==> src/rtl/clip_test.sv <==
// Point-in-window test: high when (px, py) lies inside the inclusive window.
module clip_test #(
  parameter int unsigned CORDW = 16
) (
  input  logic signed [CORDW-1:0] px,
  input  logic signed [CORDW-1:0] py,
  input  logic signed [CORDW-1:0] cx0,
  input  logic signed [CORDW-1:0] cy0,
  input  logic signed [CORDW-1:0] cx1,
  input  logic signed [CORDW-1:0] cy1,
  output logic                    inside_c
);

  assign inside_c = (px >= cx0) && (px <= cx1) && (py >= cy0) && (py <= cy1);

endmodule

==> src/rtl/line_stream.sv <==
// Bresenham line rasteriser with clip window, dash pattern and a valid/ready
// pixel stream; endpoints are ordered so y only ever increases.
module line_stream #(
  parameter int unsigned CORDW = 16,
  parameter int unsigned PATW  = 8
) (
  input  logic                    clk,
  input  logic                    rst,
  input  logic                    start,
  input  logic signed [CORDW-1:0] x0,
  input  logic signed [CORDW-1:0] y0,
  input  logic signed [CORDW-1:0] x1,
  input  logic signed [CORDW-1:0] y1,
  input  logic signed [CORDW-1:0] cx0,
  input  logic signed [CORDW-1:0] cy0,
  input  logic signed [CORDW-1:0] cx1,
  input  logic signed [CORDW-1:0] cy1,
  input  logic [PATW-1:0]         pattern,
  input  logic                    out_ready,
  output logic signed [CORDW-1:0] x,
  output logic signed [CORDW-1:0] y,
  output logic                    out_valid,
  output logic                    last,
  output logic                    busy,
  output logic                    done
);

  localparam int unsigned W1   = CORDW + 1;
  localparam int unsigned W2   = CORDW + 2;
  localparam int unsigned IDXW = (PATW > 1) ? $clog2(PATW) : 1;

  typedef enum logic [1:0] {IDLE, INIT_0, INIT_1, DRAW} state_t;

  state_t state, state_next;

  logic signed [CORDW-1:0] xa_q, ya_q, xb_q, yb_q;
  logic signed [CORDW-1:0] cx0_q, cy0_q, cx1_q, cy1_q;
  logic [PATW-1:0]         pat_q;
  logic                    x_dec_q;
  logic signed [W1-1:0]    dx_q, dy_q, err_q;
  logic [IDXW-1:0]         idx_q;

  logic                    in_win_c, visible_c, at_end_c, step_en_c;
  logic [IDXW-1:0]         idx_next_c;
  logic signed [W1-1:0]    xdiff_c, err_next_c;
  logic signed [W2-1:0]    e2_c;
  logic                    x_step_c, y_step_c;

  clip_test #(.CORDW(CORDW)) u_clip (
    .px      (x),
    .py      (y),
    .cx0     (cx0_q),
    .cy0     (cy0_q),
    .cx1     (cx1_q),
    .cy1     (cy1_q),
    .inside_c(in_win_c)
  );

  assign visible_c  = in_win_c && pat_q[idx_q];
  assign at_end_c   = (x == xb_q) && (y == yb_q);
  assign idx_next_c = (PATW == 1) ? '0 : idx_q + IDXW'(1);
  assign xdiff_c    = W1'(xb_q) - W1'(xa_q);

  assign out_valid = (state == DRAW) && visible_c;
  assign last      = (state == DRAW) && at_end_c;
  assign busy      = (state != IDLE);

  // Bresenham decision, with 2*err widened so full-scale spans cannot overflow
  always_comb begin
    e2_c       = W2'(err_q) <<< 1;
    x_step_c   = (e2_c >= W2'(dy_q));
    y_step_c   = (e2_c < W2'(dx_q));
    err_next_c = err_q;
    if (x_step_c) err_next_c = err_next_c + dy_q;
    if (y_step_c) err_next_c = err_next_c + dx_q;
  end

  always_ff @(posedge clk) begin
    if (rst) state <= IDLE;
    else     state <= state_next;
  end

  // Invisible pixels step freely; visible ones wait for the consumer
  always_comb begin
    state_next = state;
    step_en_c  = 1'b0;
    case (state)
      IDLE:   if (start) state_next = INIT_0;
      INIT_0: state_next = INIT_1;
      INIT_1: state_next = DRAW;
      DRAW: begin
        if (y > cy1_q) begin
          state_next = IDLE;
        end else if (!visible_c || out_ready) begin
          if (at_end_c) state_next = IDLE;
          else          step_en_c  = 1'b1;
        end
      end
      default: state_next = IDLE;
    endcase
  end

  always_ff @(posedge clk) begin
    if (rst) begin
      idx_q <= '0;
      done  <= 1'b0;
    end else begin
      done <= (state == DRAW) && (state_next == IDLE);
      if (state == IDLE && start) idx_q <= '0;
      else if (step_en_c)         idx_q <= idx_next_c;
    end
  end

  // Datapath: latch request, derive deltas, then walk the line
  always_ff @(posedge clk) begin
    case (state)
      IDLE: begin
        if (start) begin
          if (y1 < y0) begin
            xa_q <= x1; ya_q <= y1; xb_q <= x0; yb_q <= y0;
          end else begin
            xa_q <= x0; ya_q <= y0; xb_q <= x1; yb_q <= y1;
          end
          cx0_q <= cx0; cy0_q <= cy0; cx1_q <= cx1; cy1_q <= cy1;
          pat_q <= pattern;
          x     <= x0;
          y     <= y0;
        end
      end
      INIT_0: begin
        dx_q    <= xdiff_c[W1-1] ? -xdiff_c : xdiff_c;
        dy_q    <= W1'(ya_q) - W1'(yb_q);
        x_dec_q <= (xb_q < xa_q);
        x       <= xa_q;
        y       <= ya_q;
      end
      INIT_1: err_q <= dx_q + dy_q;
      DRAW: begin
        if (step_en_c) begin
          err_q <= err_next_c;
          if (x_step_c) x <= x_dec_q ? x - CORDW'(1) : x + CORDW'(1);
          if (y_step_c) y <= y + CORDW'(1);
        end
      end
      default: ;
    endcase
  end

endmodule

==> config.mk <==
export PLATFORM = sky130hd
export DESIGN_NAME = line_stream
export DESIGN_NICKNAME = d
export VERILOG_FILES = /design/src/rtl/clip_test.sv /design/src/rtl/line_stream.sv
export SDC_FILE = /design/constraint.sdc
export NUM_CORES = 1
export LEC_CHECK = 0
export ABC_AREA = 0
export CAP_MARGIN = 20
export CORE_ASPECT_RATIO = 1.25
export CORE_MARGIN = 1
export CORE_UTILIZATION = 23
export CTS_BUF_LIST = sky130_fd_sc_hd__clkbuf_4
export CTS_CLUSTER_SIZE = 8
export DETAILED_ROUTE_END_ITERATION = 6
export DONT_BUFFER_PORTS = 1
export GPL_TIMING_DRIVEN = 0
export PLACE_DENSITY = 0.46
export RECOVER_POWER = 25
export SLEW_MARGIN = 20
export SYNTH_ARGS = -nofsm -noshare
export SYNTH_HDL_FRONTEND = slang
export SYNTH_SLANG_ARGS = --single-unit
==> constraint.sdc <==
create_clock -name clk -period 5.2 [get_ports clk]
set_clock_uncertainty 0.1 [all_clocks]
set_input_delay 0.26 -clock clk [delete_from_list [all_inputs] [get_ports clk]]
set_output_delay 0.26 -clock clk [all_outputs]
set_load 0.02 [all_outputs]
### After elaboration in Yosys (flattened, before gate mapping)

Index checks and enable logic that the tools add are counted.
Widths: inputs -> output; s select.

* register bits: 226
* logic and storage cells: 98
* output and inout bits: 36
* bits of input ports: 140

* $add $sub $neg: 10
* multiplexer cells: 29
* order comparisons: 10
* eq/ne operators: 9
* reduce and logical (&&, ||, !) cells: 21

Operator list (count)
* $mux 16: 12
* $pmux 16 s3: 2
* $add 17x17->17: 3
* $mux 17: 3
* $pmux 17 s2: 1
* $sub 16x16->17: 2
* $add 16x2->16 const B: 2
* $eq 16x16->1: 2
* $ge 16x16->1: 2
* $le 16x16->1: 2
* $lt 16x16->1: 2
* $ge 18x17->1: 1
* $lt 18x17->1: 1
* $neg 17->17: 1
* $gt 16x16->1: 1
* $sub 16x2->16 const B: 1
* $logic_and 1x1->1: 9
* $mux 2: 4
* $ne 2x2->1 const B: 4
* $pmux 2 s4: 1
* $reduce_and 4->1: 2
* $mux 1: 5
* $eq 2x2->1 const B: 2
* $logic_not 2->1: 2
* other kinds (10): 12

### Depth between registers and ports, before layout

Gate-level depths: netlist of the first run.

* depth after elaboration: 12
* depth in mapped cells: 20
* mapped depth without buffers: 19

### By module

From an unflattened synthesis of the first run, not the netlist that was laid out.

* cells, all modules: 1698
* area total of the unflattened synthesis: 17260.3 sq um

Modules (own cells, without submodules)
* line_stream: seq. area each 6726.5 sq um, cells an instance 1478, instances 1, area an instance 15621.2 sq um
* clip_test: seq. area each 0.0 sq um, cells an instance 220, instances 1, area an instance 1639.1 sq um

### Worst setup path before layout of the first run

Ideal clock, no wire load.

* kind: register to register
* start: register state[0]
* end: register idx_q[0]
* data required time: 4.972 ns
* clock period less this slack: 4.684 ns
* setup time: 0.128 ns
* path buffers: 1
* setup slack: 0.516 ns
* stages on the path, launching flop included: 7
* data arrival time: 4.455 ns
* path through: dfxtp_1 > clkbuf_1 > nor2_1 > and2_1 > nor2_1 > o211ai_1 > o31ai_1

* word-level cells in the longest chain between the ends: 3
* elaborated cells on any way between the ends: 5
* classes of those cells: 1 x eq/ne; 1 x mux; 3 x reduce/logical

Ends and longest elaborated chain
* start: declaration: RTL line line_stream.sv:34 `state_t state, state_next;`
* start signal: assignment: RTL line line_stream.sv:80 `else state <= state_next;`
* $logic_not 2->1: RTL line line_stream.sv:109 `if (state == IDLE && start) idx_q <= '0;`
* $logic_and 1x1->1: RTL line line_stream.sv:109
* $reduce_or 2->1 (no line)
* end signal: assignment: RTL line line_stream.sv:110 `else if (step_en_c) idx_q <= idx_next_c;`
* end: declaration: RTL line line_stream.sv:41 `logic [IDXW-1:0] idx_q;`

Parallel ways exist; a longest one is shown, timed or not.
A chain may end at the register's enable or synchronous reset.

### Final worst setup path of the first run

* start: register dy_q[13]
* end: register err_q[15] (data pin)

* word-level cells in the longest chain between the ends: 6
* elaborated cells on any way between the ends: 8
* classes of those cells: 3 x add/sub; 1 x order compare; 4 x mux

Ends and longest elaborated chain
* start: declaration: RTL line line_stream.sv:40 `logic signed [W1-1:0] dx_q, dy_q, err_q;`
* start signal: assignment: RTL line line_stream.sv:132 `dy_q <= W1'(ya_q) - W1'(yb_q);`
* $add 17x17->17 or $ge 18x17->1 (tied branches): RTL line line_stream.sv:74, line_stream.sv:71
* $mux 17: RTL line line_stream.sv:74 `if (x_step_c) err_next_c = err_next_c + dy_q;`
* $add 17x17->17: RTL line line_stream.sv:75 `if (y_step_c) err_next_c = err_next_c + dx_q;`
* $mux 17: RTL line line_stream.sv:75
* $mux 17: RTL line line_stream.sv:139 `if (step_en_c) begin`
* $pmux 17 s2 *: RTL line line_stream.sv:116 `case (state)`
* end signal: assignment: RTL line line_stream.sv:137 `INIT_1: err_q <= dx_q + dy_q;`
* end signal: assignment: RTL line line_stream.sv:140 `err_q <= err_next_c;`
* end: declaration: RTL line line_stream.sv:40

Every way passes the cells marked *; elsewhere a longest branch is shown, timed or not. The select of a mux whose other input is x is not followed.

==> results summary, run 1 <==
The flow ran to the end, and the final reports show no timing, DRC or antenna violations. The total number of vias is 13800. Internal power comes to 5.01 mW.

The largest stage delay on the critical path came out at 520 ps. The actual slew at the worst max-slew pin is 1280 ps. The critical path buffer and inverter count is 2. The total wirelength of the detailed-routed design came out at 56100 µm.

The final hold violation count is 0. The layout overhead on the synthesized area came out at 27.0%. The first routing iteration left 648 violations. The required time at the endpoint of the critical path came out at 5670 ps.

The via count of the first global-routing pass came to 14700. The worst setup path is launched from a flip-flop. Max-cap violations in this run came to 0. TritonCTS built the clock tree. The maximum level of the CTS H-tree came out at 2. The total power divided by cell area came out at 400 nW/µm². Static timing analysis puts the maximum clock frequency at 203 MHz.

The Yosys step of the flow raised 0 warnings. The routed wire length per instance came out at 19.0 µm. The clock net in this run drives a total of 226 sinks.

Of the post-synthesis cell area, the dominant cell type holds 0.392. The wire-length estimate of the detail-placed layout is 42900 µm. The die area is 74400 µm². The last weighted congestion value of the routability-driven placer is 0.833. For this run, the leading register cell type out of synthesis is edfxtp_1. The initial antenna violation count is 5.

The proportion of layout cells with a drive suffix above 1 came out at 0.0815. The critical path arrival is 5380 ps. The worst relative slew slack is 0.143. Of the total power, the share spent switching nets is 0.415.

The post-synth net total is 1999. The number of ports placed on the die boundary is 176. The synthesized area per cell is 10.3 µm². The number of routed nets with antenna violations came out at 0. Clock latency on the worst-skew pair, taken at its later pin, is 870 ps.

The layout net count is 2311. The tightest min-delay check is of the in2reg type. The mean number of vias per cell is 4.67.

The first-pass GRT wire length is 85500 µm. For this run, asynchronously set or reset flops after synthesis account for 0. In this run, synthesis inferred 220 flip-flops with an integrated enable.

The standby leakage power came out at 8.57 nW. The overall die width is 244 µm. The cell seen most often among critical-path stages is a21oi_1. The placement row count is 110. After global routing the overflow that remains totals 0. After synthesis, the cell types taking the most area are edfxtp_1, ha_1, xnor2_1. In this run the worst path has a maximum fanout of 10. The routed design could run at a clock period as short as 4910 ps. The number of different library cells in the post-synthesis netlist is 72. Clock-pin slew was measured on the worst setup and hold paths at 70 ps. The cell count after synthesis came out at 1642. The number of pins exceeding their max-slew limit in the final report was 0. Of the total power, combinational logic draws 0.479. Adding up every negative setup slack in the final design gives 0 ps. The first detailed-routing pass took 5 iterations.

The buffer levels on the longest clock path is 3. After detailed routing, the number of remaining DRC violations is 0. The start-to-end type of the worst setup path is reg2reg. Among cell families on the critical path, the largest total delay comes from compound AO/OA/AOI/OAI gates.

The proportion of synthesized chip area in sequential cells is 0.399. The placed instances occupy a cell area of 18200 µm². The post-route cell area came out at 21400 µm². The sequential power share is 0.332. The largest net degree at the start of global routing is 57. Of all cell types, the one taking the most synthesized area is edfxtp_1. Counting flops and latches in the post-synthesis netlist gives 226. In the global route stage, overall resource usage came out at 0.151. The share of the clock period used by the worst path is 0.945.

The number of CTS-inserted buffers came out at 58. The root buffer cell is clkbuf_4. The final number of setup-violating endpoints came out at 0. The initial utilization of the core area, before any placement, comes to 0.233. The fraction of power consumed by the clock network came out at 0.190.

In this run the cell area of the synthesized design comes to 16900 µm². Walking the worst path, the cells encountered are inv_1 > ha_1 > a21oi_1 > o21ai_0 > a21oi_1 > o21ai_2 > a41oi_2 > buf_6 > mux2_2 > ha_1 > a21oi_1 > o211ai_1 > o41ai_4 > o211a_1 > a21oi_1 > o21a_1 > nor2_1 > xnor2_1 > o221a_2. The switching power summed over all nets is 3.55 mW. The type of element capturing the critical path is a flip-flop.

The floorplan step set the die height to 305 µm. The placeable core region came out at 72300 µm². Buffers placed on the I/O ports in this run total 0. The maximum vdd ir drop came out at 0.240 mV. The slowest stage of the critical path is the edfxtp_1 cell.

Setup repair after global routing left no endpoint under its margin.
## power groups by stage
| stage | combinational (mW) | clock, mW | sequential (mW) |
|---|---|---|---|
| after floorplan | 2.90 | 0 | 2.71 |
| after global placement | 3.72 | 0 | 2.91 |
| after detailed placement | 3.83 | 0 | 2.88 |
| after CTS | 4.08 | 1.68 | 2.84 |
| after global routing | 4.58 | 1.76 | 2.87 |
| final | 4.10 | 1.62 | 2.84 |
## through the flow
stage | setup WS [ps] | power (mW) | util | hold slack [ps] | instances
2_1_floorplan | 516 | 5.62 | - | 232 | 1642
3_3_place_gp | -1350 | 6.63 | 0.250 | 238 | 2594
3_5_place_dp | -933 | 6.71 | 0.251 | 244 | 2599
4_1_cts | 87.1 | 8.60 | 0.296 | 1.52 | 2951
5_1_grt | 51.8 | 9.20 | 0.296 | 37.2 | 2956
6_report | 286 | 8.56 | 0.296 | 75.8 | 2959
## cell usage after synthesis, types with 5 or more instances
library cell  count
fa_1              6
nand2_1          80
o31a_1            5
a21o_1           37
and3_1           13
o21a_1           25
nand2b_1         13
buf_1             5
o21bai_1          8
a211o_1           7
or3_1             8
mux2i_1          17
a21oi_1         112
nand3_1          38
inv_1           173
nor2_1           92
xor2_1           39
or2_2            11
o211ai_1         20
o21ai_1           9
o21ai_0          93
nor2b_1          23
edfxtp_1        220
and2_1            8
xnor2_1          96
dfxtp_1           6
a31oi_1          12
ha_1            211
clkbuf_1         30
mux2_2           34
nor3_1           23
nand4_1          25
a211oi_1         16
o31ai_1          14
mux2_1           39
## cell usage in the layout (no fill, tap or decap), drive strengths merged, types with 5 or more instances in the layout
master	instances
o31a	5
inv	174
nand3	38
nand4	25
edfxtp	220
mux2i	17
xor2	39
fa	6
nor2	92
a21o	37
dfxtp	6
or3	11
xnor2	96
o21a	25
nand2	80
or2	12
a21oi	113
a211oi	17
nand2b	13
mux2	73
a31oi	12
diode	6
nor2b	23
clkinv	28
a211o	7
o21ai	102
o21bai	8
clkbuf	105
dlygate4sd3	244
o211ai	20
ha	211
and3	13
nor3	23
buf	13
and2	8
a21boi	6
o31ai	14
## area by class of cell
class,instances,area (µm²)
multi-input combinational,1208,9390
timing repair buffer,252,2550
buffer,35,141
clock buffer,75,563
fill,7437,50800
clock inverter,32,189
tap,952,1190
sequential,226,6730
antenna,6,15.0
inverter,173,649
## layer usage
metal	part of all wire	routed length [µm]	global-route usage	vias to the layer above
li1	-	-	-	6717
met1	0.38	21300	0.157	6607
met2	0.53	29600	0.286	365
met3	0.047	2630	0.0281	119
met4	0.047	2660	0.0740	0
met5	0	0	0	-
## repair_timing
item,in CTS,in global routing
setup endpoints to repair,11,5
pin swaps,1,3
gates resized for setup,6,10
buffers inserted,1,2
hold buffers,244,0
hold endpoints to repair,221,0
## flip-flops by register name, indices dropped and copies added, names as in the netlist, 3 cells and up
register  count
ya_q         16
idx_q         3
cy1_q        16
err_q        17
dx_q         17
dy_q         17
cy0_q        16
pat_q         8
xa_q         16
cx1_q        16
x            16
cx0_q        16
y            16
yb_q         16
xb_q         16
## logic make-up after synthesis
| logic type | count (synthesis) | synth area share |
|---|---|---|
| adder cells (fa/ha/maj) | 217 | 0.164 |
| multiplexers | 92 | 0.0615 |
| buffers and inverters | 208 | 0.0463 |
| AO/OA/AOI/OAI | 408 | 0.154 |
| AND/OR/NAND/NOR | 356 | 0.105 |
| flip-flops | 226 | 0.399 |
| XOR/XNOR | 135 | 0.0702 |
## final timing paths
kind	endpoint	cells past startpoint	slack (ps)	startpoint
worst max-delay path	err_q[15]	19	290	dy_q[13]
worst min register to register	idx_q[2]	2	380	idx_q[2]
worst min-delay path	xa_q[7]	2	80	x0[7]
worst max register to register	err_q[15]	19	290	dy_q[13]
Note: power is estimated with default switching activity, not from simulation.
==> inputs of run 2 (changes only) <==
Settings changed: SYNTH_HIERARCHICAL from default to 1.
==> run 2 against run 1 <==
The run now ends with max-capacitance violations, max-slew violations left. Sequential power decreased by 3%. Combinational power decreased by 6.1%. Maximum frequency decreased by 1.6%. Worst setup slack got worse by 81 ps. Largest cell class unchanged. First-iteration DRC count decreased by 4.5%. Via count increased by 2.5%. Cell area increased by 2.8%. Register-to-register slack got worse by 80 ps.
==> results summary, run 2 <==
The peak clock frequency supported by timing came out at 200 MHz (-1.6%). The synthesized flop and latch total is 226 (unchanged). The final hold violation count came out at 0 (unchanged). The commonest non-fill, non-tap cell in the layout is dlygate4sd3_1. The layout overhead on the synthesized area came out at 27.5%. In the synthesized netlist, the cells that appear most often are ha_1, edfxtp_1, inv_1. The proportion of synthesized chip area in sequential cells came to 0.390 (-0.00940).

The clock-pin transition on the worst setup and hold timing paths came to 70 ps (about the same). The maximum level of the CTS H-tree is 2 (unchanged). The layout net count came out at 2388 (+3.3%).

The number of different library cells in the post-synthesis netlist is 79 (+9.7%). The sum of net half-perimeters after detailed placement is 44500 µm (+3.8%). In this run the worst hold path is classified as in2reg. The root buffer cell is clkbuf_4. The last weighted congestion value of the routability-driven placer came out at 0.852 (+2.2%). The flow ran to the end, but the final reports show violations. The number of CTS-inserted buffers came to 58 (unchanged). The number of buffers added on ports came out at 0 (unchanged). The critical path arrival is 5470 ps (+90 ps). The worst setup path is captured at a flip-flop. The total power was 8.28 mW (-3.2%). The maximum vdd ir drop came out at 0.176 mV (-27%). The DRC violations left came out at 0 (unchanged). The synthesized area per cell is 10.2 µm² (-0.96%).

The minimum clock period came to 5000 ps (+81.2 ps). The die area is 76200 µm² (+2.4%). The proportion of layout cells with a drive suffix above 1 came out at 0.106 (+0.0243). The via count of the first global-routing pass is 14900 (+1.5%). The utilization after layout is 0.298 (+0.00202). The portion of synthesized cell area occupied by the leading cell type is 0.383 (-0.00923).

The hold path startpoint is y0[13]. The sink of the worst hold path is yb_q[13]. The number of clock sinks seen by CTS is 226 (unchanged). The post-synth net total came out at 2071 (+3.6%). The largest registers in the layout are dx_q: 17 flops, dy_q: 17 flops, err_q: 17 flops.

The placeable core region came out at 73700 µm² (+2.1%). The number of ports placed on the die boundary came out at 176 (unchanged). The placement row count came out at 111 (+0.91%). The actual slew at the worst max-slew pin is 3440 ps (+2160 ps).

The number of max-cap violations is 1 (+1). The number of instances on the worst hold path is 2 (unchanged). The endpoint identified for the worst register-to-register timing path is err_q[16]. The overall global routing resource usage came to 0.154 (+0.00284). The number of flops mapped to enable cells by yosys is 220 (unchanged). The final number of setup-violating endpoints came out at 0 (unchanged).

The critical path in this run is classified as reg2reg. The violation count after the first detailed-routing iteration was 619 (-4.5%). The total number of yosys warnings came out at 6 (+6).

The overall die width is 247 µm (+1.2%). Yosys attributes the largest share of cell area to edfxtp_1, ha_1, xnor2_1. The initial antenna violation count is 2 (-3).

The initial cell density of the core came out at 0.234 (+0.000801). The number of cells on the worst reg-to-reg path came to 21 (+2). The remaining global-route overflow is 0 (unchanged). For this run, the leading register cell type out of synthesis is edfxtp_1.

The share of the clock period used by the worst path is 0.961 (+0.0156). The worst relative slew slack came out at -1.29 (-1.44). The total wirelength of the detailed-routed design came out at 58300 µm (+3.8%). In the post-synthesis netlist, the cell with the most instances is ha_1. The routed wire length per instance came out at 19.3 µm (+1.6%). The largest total area in the synthesized netlist belongs to edfxtp_1. The fraction of registers with async set or reset after synthesis came out at 0 (unchanged). The top fanout value on the critical path came to 10 (unchanged). The later-pin clock latency in the skew report is 860 ps (about the same). The number of pins exceeding their max-slew limit in the final report came out at 46 (+46). The top cell types in the final layout, fill and taps aside, are dlygate4sd3_1, ha_1, edfxtp_1, inv_1, a21oi_1. The number of routed nets with antenna violations is 0 (unchanged).

The buffer levels on the longest clock path is 3 (unchanged). The worst-case register-to-register setup slack is 200 ps (-80 ps). The first-pass GRT wire length came out at 87800 µm (+2.7%). The final reports fail on max-capacitance violations, max-slew violations.

The largest net degree at the start of global routing is 51 (-11%). The number of detailed-route iterations in the first pass came out at 5 (unchanged). TritonCTS built the clock tree. The total power divided by cell area is 377 nW/µm² (-5.8%).

The standby leakage power is 8.91 nW (+4.0%). The total number of vias is 14200 (+2.5%). In this run the critical register-to-register path is launched from dy_q[4].

The vertical die dimension came out at 308 µm (+1.2%). The required time at the endpoint of the critical path is 5680 ps (about the same). The cell count after synthesis came out at 1698 (+3.4%).

STA classifies the critical path startpoint as a flip-flop. The mean number of vias per cell was 4.68 (+0.28%). The post-synthesis cell area was 17300 µm² (+2.4%).
## run 2: cell types whose count changed after synthesis, sizes merged, moves of 9 or more
| cell | previous run | this run |
|---|---|---|
| ha | 211 | 227 |
| o211ai | 20 | 29 |
| xnor2 | 96 | 87 |
| a21o | 37 | 46 |
| nand4 | 25 | 34 |
| inv | 173 | 194 |
| nand2 | 80 | 102 |
| nand3 | 38 | 26 |
## run 2: cells by family after synthesis
logic type | count (synthesis) | synth area share
compound gates | 421 | 0.156
simple gates | 371 | 0.106
fa+ha+maj | 233 | 0.172
buf+inv | 228 | 0.0524
flops | 226 | 0.390
xor+xnor | 132 | 0.0670
mux | 87 | 0.0570
## run 2: worst max path at each step
stage | startpoint | to | slack [ps] | cells past startpoint
floorplan | err_q[3] | err_q[16] | 370 | 19
global placement | dy_q[4] | err_q[16] | -1630 | 20
detailed placement | dy_q[4] | err_q[16] | -1790 | 20
CTS | dy_q[4] | err_q[16] | 40 | 21
global route | dy_q[4] | err_q[16] | -70 | 20
finish | dy_q[4] | err_q[16] | 200 | 21
## run 2: power by group
group          leakage (nW)  switching, mW  total [mW]  internal [mW]
sequential             2.14          0.384        2.75           2.37
combinational          6.33           2.15        3.85           1.70
clock                 0.447          0.865        1.69          0.820
total                  8.91           3.40        8.28           4.89
## run 2: per-stage QoR
step                setup TNS (ps)  std cells  area (µm²)  hold WS, ps  setup WS (ps)
finish                           0       3025       22000         87.0            204
global placement           -197090       2658       18500          239          -1630
floorplan                        0       1698       17300          229            373
global route                 -70.1       3025       22000         28.5          -70.1
detailed placement          -13440       2664       18600          240          -1790
CTS                              0       3021       21900        0.806           40.7
## run 2: critical path, stage by stage (launching register included)
cell and delay (ps):
edfxtp_1 400, inv_1 60, ha_1 320, a21oi_1 150, a21boi_0 130, o311ai_2 430
a31oi_2 180, o21ai_2 170, buf_6 140, clkbuf_8 170, mux2_2 370, ha_2 210
fa_2 380, a21oi_4 180, o21ai_2 90, a21boi_2 220, a21oi_2 120, a21o_1 210
mux2_2 290, o21ai_2 140, xor2_1 160, o21ai_0 90
## run 2: repair_timing
action / in CTS / in global routing
buffers inserted: 5 / 1
pin swaps: 4 / 8
hold buffers: 245 / 0
hold endpoints to repair: 238 / 0
setup endpoints to repair: 16 / 5
resized for setup: 18 / 20
cloned: 0 / 0
## run 2: layout make-up
cell class	count	area [µm²]
Inverter	195	732
Clock buffer	73	548
Clock inverter	34	225
Timing Repair Buffer	257	2620
Tap cell	960	1200
Buffer	33	188
Sequential cell	226	6730
Fill cell	7616	51700
Antenna cell	3	7.51
Multi-Input combinational cell	1244	9760
## run 2: layer usage
layer  vias up  GRT usage  wire length (µm)
met2       291      0.300             31800
met1      6851      0.159             22200
li1       6916          -                 -
met4         0     0.0633              2110
met5         -          0                 0
met3        97     0.0242              2150
==> inputs of run 3 (changes only) <==
Settings changed: PLACE_DENSITY 0.46 to default.
==> run 3 against run 2 <==
The run ends with design-rule violations, max-capacitance violations, max-slew violations left. Via count rose by 0.35%. Combinational power rose by 1%. Total power rose by 2.2%.
==> results summary, run 3 (synthesized netlist as in run 2, its figures left out) <==
The run finished, with violations left. The checks that failed: design-rule violations, max-capacitance violations, max-slew violations. The cell sitting at the root of the clock tree is a clkbuf_4.

The number of routed nets with antenna violations came out at 0 (unchanged). The pre-CTS worst setup slack is -896 ps (+897 ps). The category of the worst setup path launch point is a flip-flop. The overall die width is 247 µm (unchanged). The clock-pin transition on the worst setup and hold timing paths is 80 ps (about the same).

The start-to-end type of the worst setup path is reg2reg. The vertical die dimension came out at 308 µm (unchanged). The worst setup path is captured at a flip-flop. The standby leakage power is 8.97 nW (+0.64%).

The mean number of vias per cell came out at 4.69 (+0.29%). The top fanout value on the critical path is 4 (-6). The minimum clock period is 4990 ps (-8.07 ps). The sum of negative setup slack is 0 ps (unchanged).

The sum of net half-perimeters after detailed placement is 41200 µm (-7.4%). The initial antenna violation count is 4 (+2). The total number of vias came out at 14200 (+0.35%). The worst relative slew slack was -1.14 (+0.153). The DRC violations left came to 8 (+8). The final hold violation count came out at 0 (unchanged). The post-layout worst setup margin is 212 ps (+8.07 ps). The count of fill cells added during filler insertion is 7566 (-0.66%). The buffer levels on the longest clock path was 3 (unchanged). The number of detailed-route iterations in the first pass is 7 (+2). The maximum level of the CTS H-tree came out at 2 (unchanged).

The placement row count came out at 111 (unchanged). The number of clock sinks seen by CTS came to 226 (unchanged). Leaving out fill and tap cells, the most frequent cell in the layout is dlygate4sd3_1. The total power divided by cell area is 384 nW/µm² (+1.9%). The kind of path behind the tightest hold check is in2reg.

The area growth from synthesis to layout is 27.9%. The number of buffers added on ports came out at 0 (unchanged). The overall global routing resource usage is 0.146 (-0.00756). The number of ports placed on the die boundary came out at 176 (unchanged). The die area was 76200 µm² (unchanged). The footprint of the multi-input gates came out at 9770 µm² (+0.14%). The total wirelength of the detailed-routed design is 55900 µm (-4.0%). The maximum vdd ir drop came to 0.276 mV (+57%). The routed wire length per instance came out at 18.5 µm (-4.1%).

The first-pass GRT wire length is 84700 µm (-3.6%). The share of the clock period used by the worst path came out at 0.959 (-0.00155). The worst hold-check slack is 58.7 ps (-28.3 ps).

The proportion of layout cells with a drive suffix above 1 came out at 0.116 (+0.0106). The number of CTS-inserted buffers is 59 (+1.7%). The later-pin clock latency in the skew report is 810 ps (-50 ps). The actual slew at the worst max-slew pin came out at 3210 ps (-230 ps). The largest net degree at the start of global routing is 54 (+5.9%). The total power is 8.47 mW (+2.2%). The via count of the first global-routing pass is 14500 (-2.8%). The peak clock frequency supported by timing is 201 MHz (+0.16%).

The largest registers in the layout are dx_q: 17 flops, dy_q: 17 flops, err_q: 17 flops. TritonCTS built the clock tree. The required time at the endpoint of the critical path is 5540 ps (-140 ps). The remaining global-route overflow came to 0 (unchanged).

The number of pins exceeding their max-slew limit in the final report was 41 (-11%). The last weighted congestion value of the routability-driven placer is 0.867 (+1.7%). The initial cell density of the core came out at 0.234 (unchanged). The final number of setup-violating endpoints is 0 (unchanged). The flip-flop and latch area is 6730 µm² (unchanged). The critical path arrival is 5330 ps (-140 ps). Leaving out fill and tap cells, the most frequent cells in the layout are dlygate4sd3_1, ha_1, edfxtp_1, inv_1, a21oi_1. The placeable core region came out at 73700 µm² (unchanged). The number of max-cap violations came to 1 (unchanged).

The layout net count is 2391 (+0.13%). The violation count after the first detailed-routing iteration is 672 (+8.6%).
[run 3: cell types whose count changed in the layout (fill, tap and decap cells not counted), moves of 2 or more]
| cell | delta |
|---|---|
| bufinv_16 | +3 |
| buf_4 | +16 |
| clkinv_4 | +2 |
| clkbuf_4 | +2 |
| o21ai_1 | -2 |
| dlygate4sd3_1 | -15 |
| ha_2 | -2 |
| clkinv_1 | -6 |
[run 3: final timing paths]
path / from / to / slack [ps] / cells after the start
worst min-delay path: cy0[13] / cy0_q[13] / 60 / 1
worst max register to register: dy_q[0] / err_q[16] / 210 / 19
worst min register to register: idx_q[2] / idx_q[2] / 440 / 2
worst max-delay path: dy_q[0] / err_q[16] / 210 / 19
[run 3: power breakdown]
group          internal (mW)  leakage, nW  switching (mW)
Combinational           1.76         6.34            2.13
Clock                  0.985        0.489           0.847
Sequential              2.37         2.14           0.382
Total                   5.11         8.97            3.36
[run 3: cell type report]
type                    instances  share of cell area
diodes                          4            0.000454
plain buffers                  33             0.00839
clock buffers                  75              0.0255
clock inverters                31              0.0134
inverters                     195              0.0332
multi-input cells            1244               0.443
flip-flops and latches        226               0.305
well taps                     960              0.0544
repair buffers                259               0.117
[run 3: through the flow]
stage                     cells  utilization  cell area [µm²]
after CTS                  3011        0.297            21900
after detailed placement   2665        0.252            18600
after global routing       3025        0.299            22100
after floorplan            1698            -            17300
after global placement     2658        0.250            18500
final                      3027        0.299            22100
[run 3: timing repair]
item                                   CTS  global route
pin swaps                                4             9
endpoints found under the hold margin  219             0
resized for setup                       13            25
gates cloned                             0             1
setup endpoints to repair                9             4
hold buffers                           230             0
buffers inserted                        10            11
[run 3: per-layer routing]
layer | GRT usage | up-vias | share of wire
met2 | 0.271 | 420 | 0.52
li1 | - | 6924 | -
met4 | 0.0692 | 0 | 0.044
met1 | 0.160 | 6742 | 0.38
met3 | 0.0227 | 119 | 0.052
met5 | 0 | - | 0
[run 3: critical path, stage by stage (launching register included)]
cell	delay [ps]
edfxtp_1	460
ha_1	280
fa_1	440
a211oi_1	300
o21ai_0	180
a31oi_2	250
buf_4	170
o21bai_1	60
a21oi_1	170
xor2_1	90
o21ai_0	330
ha_1	340
o21a_1	200
nor2_1	220
a21oi_4	80
a21o_1	230
mux2_2	270
o21ai_1	190
xor2_1	170
o21ai_0	100
